--- config.mk ---
export PLATFORM = sky130hd
export DESIGN_NAME = alu_mult_seq
export DESIGN_NICKNAME = d
export VERILOG_FILES = /design/src/rtl/alu_pkg.sv /design/src/rtl/alu_mult_seq.sv
export SDC_FILE = /design/constraint.sdc
export NUM_CORES = 1
export LEC_CHECK = 0
export ABC_CLOCK_PERIOD_IN_PS = 1800
export BUFFER_PORTS_ARGS = -buffer_cell sky130_fd_sc_hd__buf_2
export CAP_MARGIN = 0
export CORE_MARGIN = 5
export CORE_UTILIZATION = 48
export CTS_BUF_LIST = sky130_fd_sc_hd__clkbuf_8
export DETAILED_ROUTE_END_ITERATION = 16
export GPL_TIMING_DRIVEN = 0
export PLACE_DENSITY = 0.83
export SYNTH_ARGS = -nofsm -noshare
export SYNTH_HDL_FRONTEND = slang
export SYNTH_SLANG_ARGS = --single-unit
--- constraint.sdc ---
create_clock -name clk -period 1.8 [get_ports clk]
set_clock_uncertainty 0.2 [all_clocks]
set_input_delay 0.09 -clock clk [delete_from_list [all_inputs] [get_ports clk]]
set_output_delay 0.09 -clock clk [all_outputs]
set_load 0.02 [all_outputs]
--- src/rtl/alu_pkg.sv ---
// rtl/alu_pkg.sv - shared ALU control codes and multiply sequencer state encoding
package alu_pkg;

    localparam logic [3:0] CTRL_AND = 4'b0000;
    localparam logic [3:0] CTRL_OR  = 4'b0001;
    localparam logic [3:0] CTRL_ADD = 4'b0010;
    localparam logic [3:0] CTRL_SUB = 4'b0110;
    localparam logic [3:0] CTRL_SLT = 4'b0111;

    typedef enum logic [1:0] {
        MULT_IDLE = 2'd0,
        MULT_RUN  = 2'd1,
        MULT_DONE = 2'd2
    } mult_state_t;

endpackage

--- src/rtl/alu_mult_seq.sv ---
// rtl/alu_mult_seq.sv - unsigned shift-add MULTU sequencer borrowing the shared ALU
module alu_mult_seq
    import alu_pkg::*;
#(
    parameter int WIDTH = 32
) (
    input  logic             clk,
    input  logic             rst_n,
    input  logic             start,
    input  logic             flush,
    input  logic [WIDTH-1:0] op_a,
    input  logic [WIDTH-1:0] op_b,
    output logic             busy,
    output logic             done,
    output logic [WIDTH-1:0] hi,
    output logic [WIDTH-1:0] lo,
    output logic             alu_req,
    output logic [WIDTH-1:0] alu_a,
    output logic [WIDTH-1:0] alu_b,
    output logic [3:0]       alu_ctrl,
    input  logic [WIDTH-1:0] alu_result,
    input  logic             alu_carryout
);

    localparam int              CNT_W    = $clog2(WIDTH);
    localparam logic [CNT_W-1:0] CNT_LAST = CNT_W'(WIDTH - 1);

    mult_state_t      state_q, state_d;
    logic [CNT_W-1:0] cnt_q, cnt_d;
    logic [WIDTH-1:0] hi_q, hi_d;
    logic [WIDTH-1:0] lo_q, lo_d;
    logic [WIDTH-1:0] mcand_q, mcand_d;

    always_ff @(posedge clk or negedge rst_n) begin
        if (!rst_n) begin
            state_q <= MULT_IDLE;
            cnt_q   <= '0;
            hi_q    <= '0;
            lo_q    <= '0;
            mcand_q <= '0;
        end else begin
            state_q <= state_d;
            cnt_q   <= cnt_d;
            hi_q    <= hi_d;
            lo_q    <= lo_d;
            mcand_q <= mcand_d;
        end
    end

    always_comb begin
        state_d = state_q;
        cnt_d   = cnt_q;
        hi_d    = hi_q;
        lo_d    = lo_q;
        mcand_d = mcand_q;
        if (flush) begin
            // Flush beats a simultaneous start; partial hi/lo are left as-is.
            state_d = MULT_IDLE;
        end else begin
            case (state_q)
                MULT_IDLE, MULT_DONE: begin
                    if (start) begin
                        mcand_d = op_a;
                        lo_d    = op_b;
                        hi_d    = '0;
                        cnt_d   = '0;
                        state_d = MULT_RUN;
                    end else begin
                        state_d = MULT_IDLE;
                    end
                end
                MULT_RUN: begin
                    // Carry out of the add lands in hi[MSB]; multiplier bits shift out of lo.
                    {hi_d, lo_d} = {alu_carryout, alu_result, lo_q[WIDTH-1:1]};
                    cnt_d        = cnt_q + CNT_W'(1);
                    if (cnt_q == CNT_LAST) begin
                        state_d = MULT_DONE;
                    end
                end
                default: state_d = MULT_IDLE;
            endcase
        end
    end

    assign busy     = (state_q == MULT_RUN);
    assign done     = (state_q == MULT_DONE);
    assign alu_req  = busy;
    assign hi       = hi_q;
    assign lo       = lo_q;
    assign alu_a    = hi_q;
    assign alu_b    = lo_q[0] ? mcand_q : '0;
    assign alu_ctrl = CTRL_ADD;

endmodule

==> out/results.ini, run 1 <==
[run_status]
outcome=completed

[global_routing]
antenna_found_initial=0
grt-ovfl-total=0
track_usage_pct=25.26
first_global_vias=4769
grt_max_degree=58
grt_pass1_wl_um=23570

[drt]
post_drt_wl_per_cell_um=17.77
wl_um=15610
drtIter0Drc=175
wirelength_met1_um=5920
routed-wl-met2_um=8098
vias_per_cell=5.075
wl_met3_um=1091
top_layer=met4
ant_nets=0
drt-pass1-iter-count=5
vias=4456
drc=0

[setup_path]
end_kind=primary output
rr_startpoint=state_q[0]
worst-path-buf-inv=4
path_common_cell=buf_4
cp_top_family=buffers and inverters
path_cells=nor2b_4 -> buf_4 -> buf_12 -> buf_4 -> buf_6
crit_required_ns=1.51
critPathKind=flop to primary output
cp_max_fo=9
slowest_stage=dfrtp_2
startpoint_type=flop
cp-startpoint=state_q[0]
cp.arrival_ns=1.46
crit_path_max_incr_delay_ns=0.45

[cells_and_area]
diodes=0
final_core_util_pct=77.46
final_cells=878
layout-drive-gt1-share_pct=52.89
area_growth_pct=57.33
finalNetCount=843

[clock_tree]
htree_levels=3
numCtsBuffers=9
cts-root-buf=clkbuf_8
clkTransAtPathRegs_ns=0.10
cts_tree=done
clock-sinks=103
cts_buffer_depth=2
clk_latency_ns=0.36

[power_and_ir_drop]
power_mw=8.217
vdd_drop_max_uv=596.7
leakagePower_nw=3.806
powerDensity_nw_per_um2=1085

[timing]
setup_violations=0
min_period_ns=1.750
rsz0062_at_grt=yes
tightest_slew_ns=0.6283
max_freq_mhz=571.3
hold_violations=0
period_share_pct=97.25
max_slew_margin_pct=58.12
maxSlewViolCount=0
fin_tns_setup_ns=0

[place]
dp_hpwl_um=9811
portBuffers=231
dp_cells=753
place_congestion=0.8108

[floorplan]
core_um2=9774
die_area_um2=12130
rows=36
die_h_um=110.1
ioPinCount=236
initial_utilization_pct=49.23
die_w_um=110.1

[yosys]
synth_edf_count=0
async_reset_ff_share_pct=100.0
syn-cell-area_um2=4812
yosysWarnings=0
syn-instance-count=386
avgSynthCellArea_um2=12.47
yosysSeqAreaShare_pct=53.56
synth.ff_latch_count=103
synthFlopType=dfrtp_1
synth_cell_types=27

[job]
drv_cap=0

[hold_path]
hold_path.class=primary input to asynchronous set/reset pin

==> state kept, by name (all words and copies together) (netlist names) <==
name,flops
alu_a,32
cnt_q,5
lo,32
mcand_q,32
state_q,2
==> routing by layer <==
metal | track usage (%) | vias to the layer above
met2 | 45.28 | 223
met1 | 29.05 | 2174
met3 | 5.475 | 37
met4 | 10.73 | 0
li1 | - | 2022
met5 | 0 | -
==> through the flow <==
stage	cell area (um2)	worst slack, ns	hold slack [ns]
after floorplan	4820	0.2020	-0.4056
after global placement	6142	-0.5998	0.1127
after detailed placement	6172	-0.08319	-0.05081
after CTS	7436	-0.01306	0.07529
after global routing	7571	-0.02272	0.1226
final	7571	0.04953	0.07743
==> cells in the final DEF (no fill, tap or decap), types with 2 or more instances in the layout <==
| cell | Yosys | final |
|---|---|---|
| buf_2 | 13 | 238 |
| a22o_1 | 34 | 34 |
| buf_6 | 2 | 5 |
| dfrtp_1 | 103 | 102 |
| bufinv_16 | 0 | 2 |
| inv_1 | 2 | 2 |
| buf_8 | 3 | 4 |
| clkinvlp_4 | 0 | 2 |
| clkbuf_8 | 0 | 11 |
| clkbuf_4 | 0 | 2 |
| a21oi_2 | 28 | 28 |
| a21oi_1 | 5 | 5 |
| and3_1 | 2 | 2 |
| conb_1 | 2 | 4 |
| nor2_1 | 2 | 2 |
| clkbuf_1 | 7 | 2 |
| and2_1 | 33 | 33 |
| dlygate4sd3_1 | 0 | 99 |
| mux2_2 | 32 | 32 |
| clkbuf_2 | 0 | 5 |
| ha_1 | 2 | 2 |
| buf_4 | 41 | 50 |
| mux2i_1 | 32 | 26 |
| mux2i_2 | 0 | 5 |
| nor3_1 | 32 | 32 |
==> cell type report <==
type	instances	area, um2
sequential	103	2579
timing repair buffer	341	2258
fill	595	2203
multi-input combinational	217	1818
buffer	66	510.5
tap	133	166.4
clock buffer	11	151.4
clock inverter	5	80.08
inverter	2	7.507
==> logic make-up after synthesis <==
group | count (synthesis) | share of synthesized area [%]
AO/OA/AOI/OAI | 70 | 12.30
XOR/XNOR | 1 | 0.1820
adder cells (fa/ha/maj) | 2 | 0.5199
buffers and inverters | 68 | 9.855
flip-flops | 103 | 53.56
multiplexers | 64 | 14.14
other | 2 | 0.1561
AND/OR/NAND/NOR | 76 | 9.282
==> what timing repair did <==
item / CTS / global route
gates resized for setup: 11 / 21
setup endpoints to repair: 77 / 93
pin swaps: 0 / 1
cloned: 0 / 0
buffers inserted: 1 / 9
hold buffers: 99 / 0
endpoints found under the hold margin: 143 / 0
==> Yosys cell counts, drive strengths merged, types with 2 or more instances <==
cell,count,area (um2)
a21oi,33,270.3
a22o,34,297.8
and2,33,206.5
and3,2,12.51
buf,59,440.4
clkbuf,7,26.28
conb,2,7.510
dfrtp,103,2577
ha,2,25.02
inv,2,7.510
mux2,32,360.4
mux2i,32,320.3
nor2,3,13.77
nor2b,2,12.51
nor3,32,160.2
nor3b,2,25.02
==> worst register-to-register path, delay by kind of cell, from the launching register on <==
kind / cells / cell delay [ns]
buffers and inverters: 2 / 0.43
AND/OR/NAND/NOR: 1 / 0.19
multiplexers: 1 / 0.37
flip-flops: 1 / 0.45
==> power by group <==
group,switching (mW),leakage [nW],internal [mW]
clock network,0.783,0.112,0.857
registers,0.406,1.23,2.82
logic,1.85,2.46,1.50
total,3.04,3.81,5.17
==> path summary, 6_finish.rpt <==
kind / slack [ns] / end / depth (start not counted)
worst max-delay path: 0.05 / busy / 5
worst min-delay path: 0.08 / mcand_q[18] / 2
worst max register to register: 0.05 / mcand_q[16] / 4
worst min register to register: 0.31 / mcand_q[14] / 1
max in group asynchronous: 0.61 / state_q[0] / 3
min in group clk: 0.29 / alu_a[2] / 3
(Power assumes the default switching activity.)
==> run 2, diff against run 1 <==
- RECOVER_POWER: unset -> 25
==> run 2 against run 1 <==
Non-clock buffer count is the same. Power shrank 0.47%. Clock power is essentially flat. Sequential power is essentially flat. Core utilization shrank 0.40 points. Worst setup slack lost 0.0017 ns. Maximum frequency is essentially flat. Cell area shrank 0.51%. Die area is the same. Sequential cell count is the same. Largest power group unchanged. Routed wire length grew 0.40%. Combinational power shrank 1%.
==> out/results.ini, run 2 (synthesized netlist as in run 1, its figures left out) <==
[clock_tree]
cts-root-buf=clkbuf_8  ; unchanged
numCtsBuffers=9  ; unchanged
clkTransAtPathRegs_ns=0.10  ; about the same
clk_latency_ns=0.36  ; about the same
htree_levels=3  ; unchanged
cts_buffer_depth=2  ; unchanged
cts_tree=done  ; unchanged
clock-sinks=103  ; unchanged

[timing]
rsz0062_at_grt=yes  ; unchanged
period_share_pct=97.34  ; was 97.25%
hold_violations=0  ; unchanged
max_freq_mhz=570.7  ; was 571.3 MHz
hold_slack_ns=0.2886  ; was 0.07743 ns
min_period_ns=1.752  ; was 1.750 ns
tightest_slew_ns=1.224  ; was 0.6283 ns
max_slew_margin_pct=18.43  ; was 58.12%
setup_violations=0  ; unchanged
maxSlewViolCount=0  ; unchanged

[floorplan]
rows=36  ; unchanged
ioPinCount=236  ; unchanged
core_um2=9774  ; unchanged
die_h_um=110.1  ; unchanged
initial_utilization_pct=49.23  ; unchanged
die_area_um2=12130  ; unchanged
die_w_um=110.1  ; unchanged

[power_and_ir_drop]
vdd_drop_max_uv=594.9  ; was 596.7 uV
powerDensity_nw_per_um2=1086  ; was 1085 nW/um2
power_mw=8.178  ; was 8.217 mW
p_seq_share_pct=39.5  ; was 39.2%
combPwrFrac_pct=40.5  ; was 40.8%
leakagePower_nw=3.721  ; was 3.806 nW
power_frac_clock_pct=20.1  ; was 20.0%
p_int_mw=5.127  ; was 5.174 mW
p_switching_mw=3.051  ; was 3.043 mW
switching_share_pct=37.30  ; was 37.03%

[place]
portBuffers=231  ; unchanged
dp_hpwl_um=9811  ; unchanged
place_congestion=0.8108  ; unchanged

[setup_path]
end_kind=flop  ; was primary output
worstReg2RegEnd=mcand_q[16]  ; unchanged
slowest_stage=dfrtp_2  ; unchanged
startpoint_type=flop  ; unchanged
cp_max_fo=10  ; was 9
crit_required_ns=1.85  ; was 1.51 ns
critPathKind=flop to flop  ; was flop to primary output
worst-r2r-setup-slack_ns=0.05  ; about the same
rr_startpoint=state_q[0]  ; unchanged
path_cells=nor3b_4 -> buf_4 -> buf_2 -> mux2_2  ; was nor2b_4 -> buf_4 -> buf_12 -> buf_4 -> buf_6
crit_path_max_incr_delay_ns=0.45  ; about the same
ff2ff_path_depth=4  ; unchanged
cp.arrival_ns=1.81  ; was 1.46 ns

[hold_path]
min-delay-start=alu_result[3]
hold_path.class=primary input to flop  ; was primary input to asynchronous set/reset pin
holdPathEnd=alu_a[2]
holdPathStages=3

[run_status]
outcome=completed  ; unchanged

[global_routing]
grt-ovfl-total=0  ; unchanged
grt_max_degree=58  ; unchanged
grt_pass1_wl_um=23570  ; unchanged
first_global_vias=4769  ; unchanged
antenna_found_initial=0  ; unchanged
track_usage_pct=25.26  ; unchanged

[drt]
post_drt_wl_per_cell_um=17.82  ; was 17.77 um
drtIter0Drc=156  ; was 175
drt-pass1-iter-count=6  ; was 5
ant_nets=0  ; unchanged
wl_um=15670  ; was 15610 um
vias_per_cell=5.088  ; was 5.075
drc=0  ; unchanged
vias=4472  ; was 4456

[cells_and_area]
final_cell_mix=207 x buf_2, 102 x dfrtp_1, 99 x dlygate4sd3_1, 49 x buf_4, 34 x a22o_1  ; was 238 x buf_2, 102 x dfrtp_1, 99 x dlygate4sd3_1, 50 x buf_4, 34 x a22o_1
layout-drive-gt1-share_pct=48.72  ; was 52.89%
final_common_cell=buf_2  ; unchanged
fillers=619  ; was 595
finalNetCount=843  ; unchanged
area_growth_pct=56.53  ; was 57.33%

[job]
drv_cap=0  ; unchanged

-- run 2: changes by cell type in the layout (fill, tap and decap cells not counted), sizes merged --
cell / delta
buf: -32
clkbuf: +32
diode: +1
-- run 2: power groups by stage --
| stage | sequential [mW] | combinational [mW] | clock [mW] |
|---|---|---|---|
| floorplan | 3.55 | 1.64 | 0 |
| global placement | 3.20 | 2.99 | 0 |
| detailed placement | 3.23 | 3.06 | 0 |
| CTS | 3.19 | 3.26 | 1.68 |
| global route | 3.30 | 3.54 | 1.76 |
| finish | 3.23 | 3.31 | 1.64 |
-- run 2: metal layers --
| layer | routed length (um) | global-route usage (%) | up-vias |
|---|---|---|---|
| met5 | 0 | 0 | - |
| met4 | 465 | 10.73 | 0 |
| met3 | 1083 | 5.475 | 35 |
| met2 | 8189 | 45.28 | 220 |
| met1 | 5929 | 29.05 | 2189 |
| li1 | - | - | 2028 |
-- run 2: worst max path at each step --
stage	start	end	slack [ns]	cells after the start
after floorplan	state_q[0]	mcand_q[10]	0.20	3
after global placement	rst_n	lo[21]	-0.60	1
after detailed placement	state_q[0]	mcand_q[29]	-0.08	3
after CTS	state_q[0]	alu_a[1]	-0.01	5
after global routing	state_q[1]	alu_a[1]	-0.02	4
final	state_q[0]	mcand_q[16]	0.05	4
-- run 2: critical path, delay by kind of cell, from the launching register on --
kind	cells	cell delay, ns
and+or+nand+nor	1	0.19
muxes	1	0.37
buffers and inverters	2	0.43
DFF	1	0.45
-- run 2: repair_timing --
action / 4_1_cts / 5_1_grt
resized for setup: 11 / 21
hold buffers: 99 / 0
pin swaps: 0 / 1
setup endpoints to repair: 77 / 93
cloned: 0 / 0
endpoints found under the hold margin: 143 / 0
buffers inserted: 1 / 9
-- run 2: area by class of cell --
cell class / count / area [um2] / area share [%]
inverter: 2 / 7.507 / 0.09967
multi-input combinational: 217 / 1818 / 24.14
clock buffer: 11 / 151.4 / 2.010
sequential: 103 / 2579 / 34.24
antenna: 1 / 2.502 / 0.03322
tap: 133 / 166.4 / 2.209
timing repair buffer: 341 / 2217 / 29.44
clock inverter: 5 / 80.08 / 1.063
buffer: 66 / 510.5 / 6.777
-- run 2: metrics by stage --
stage	worst slack (ns)	instances	setup TNS [ns]	instance area [um2]	utilization, %
finish	0.04784	879	0	7532	77.06
global route	-0.02272	878	-0.1365	7530	77.04
CTS	-0.01306	869	-0.01767	7436	76.08
detailed placement	-0.08319	753	-2.957	6172	63.15
global placement	-0.5998	752	-64.95	6142	62.84
floorplan	0.2020	388	0	4820	-
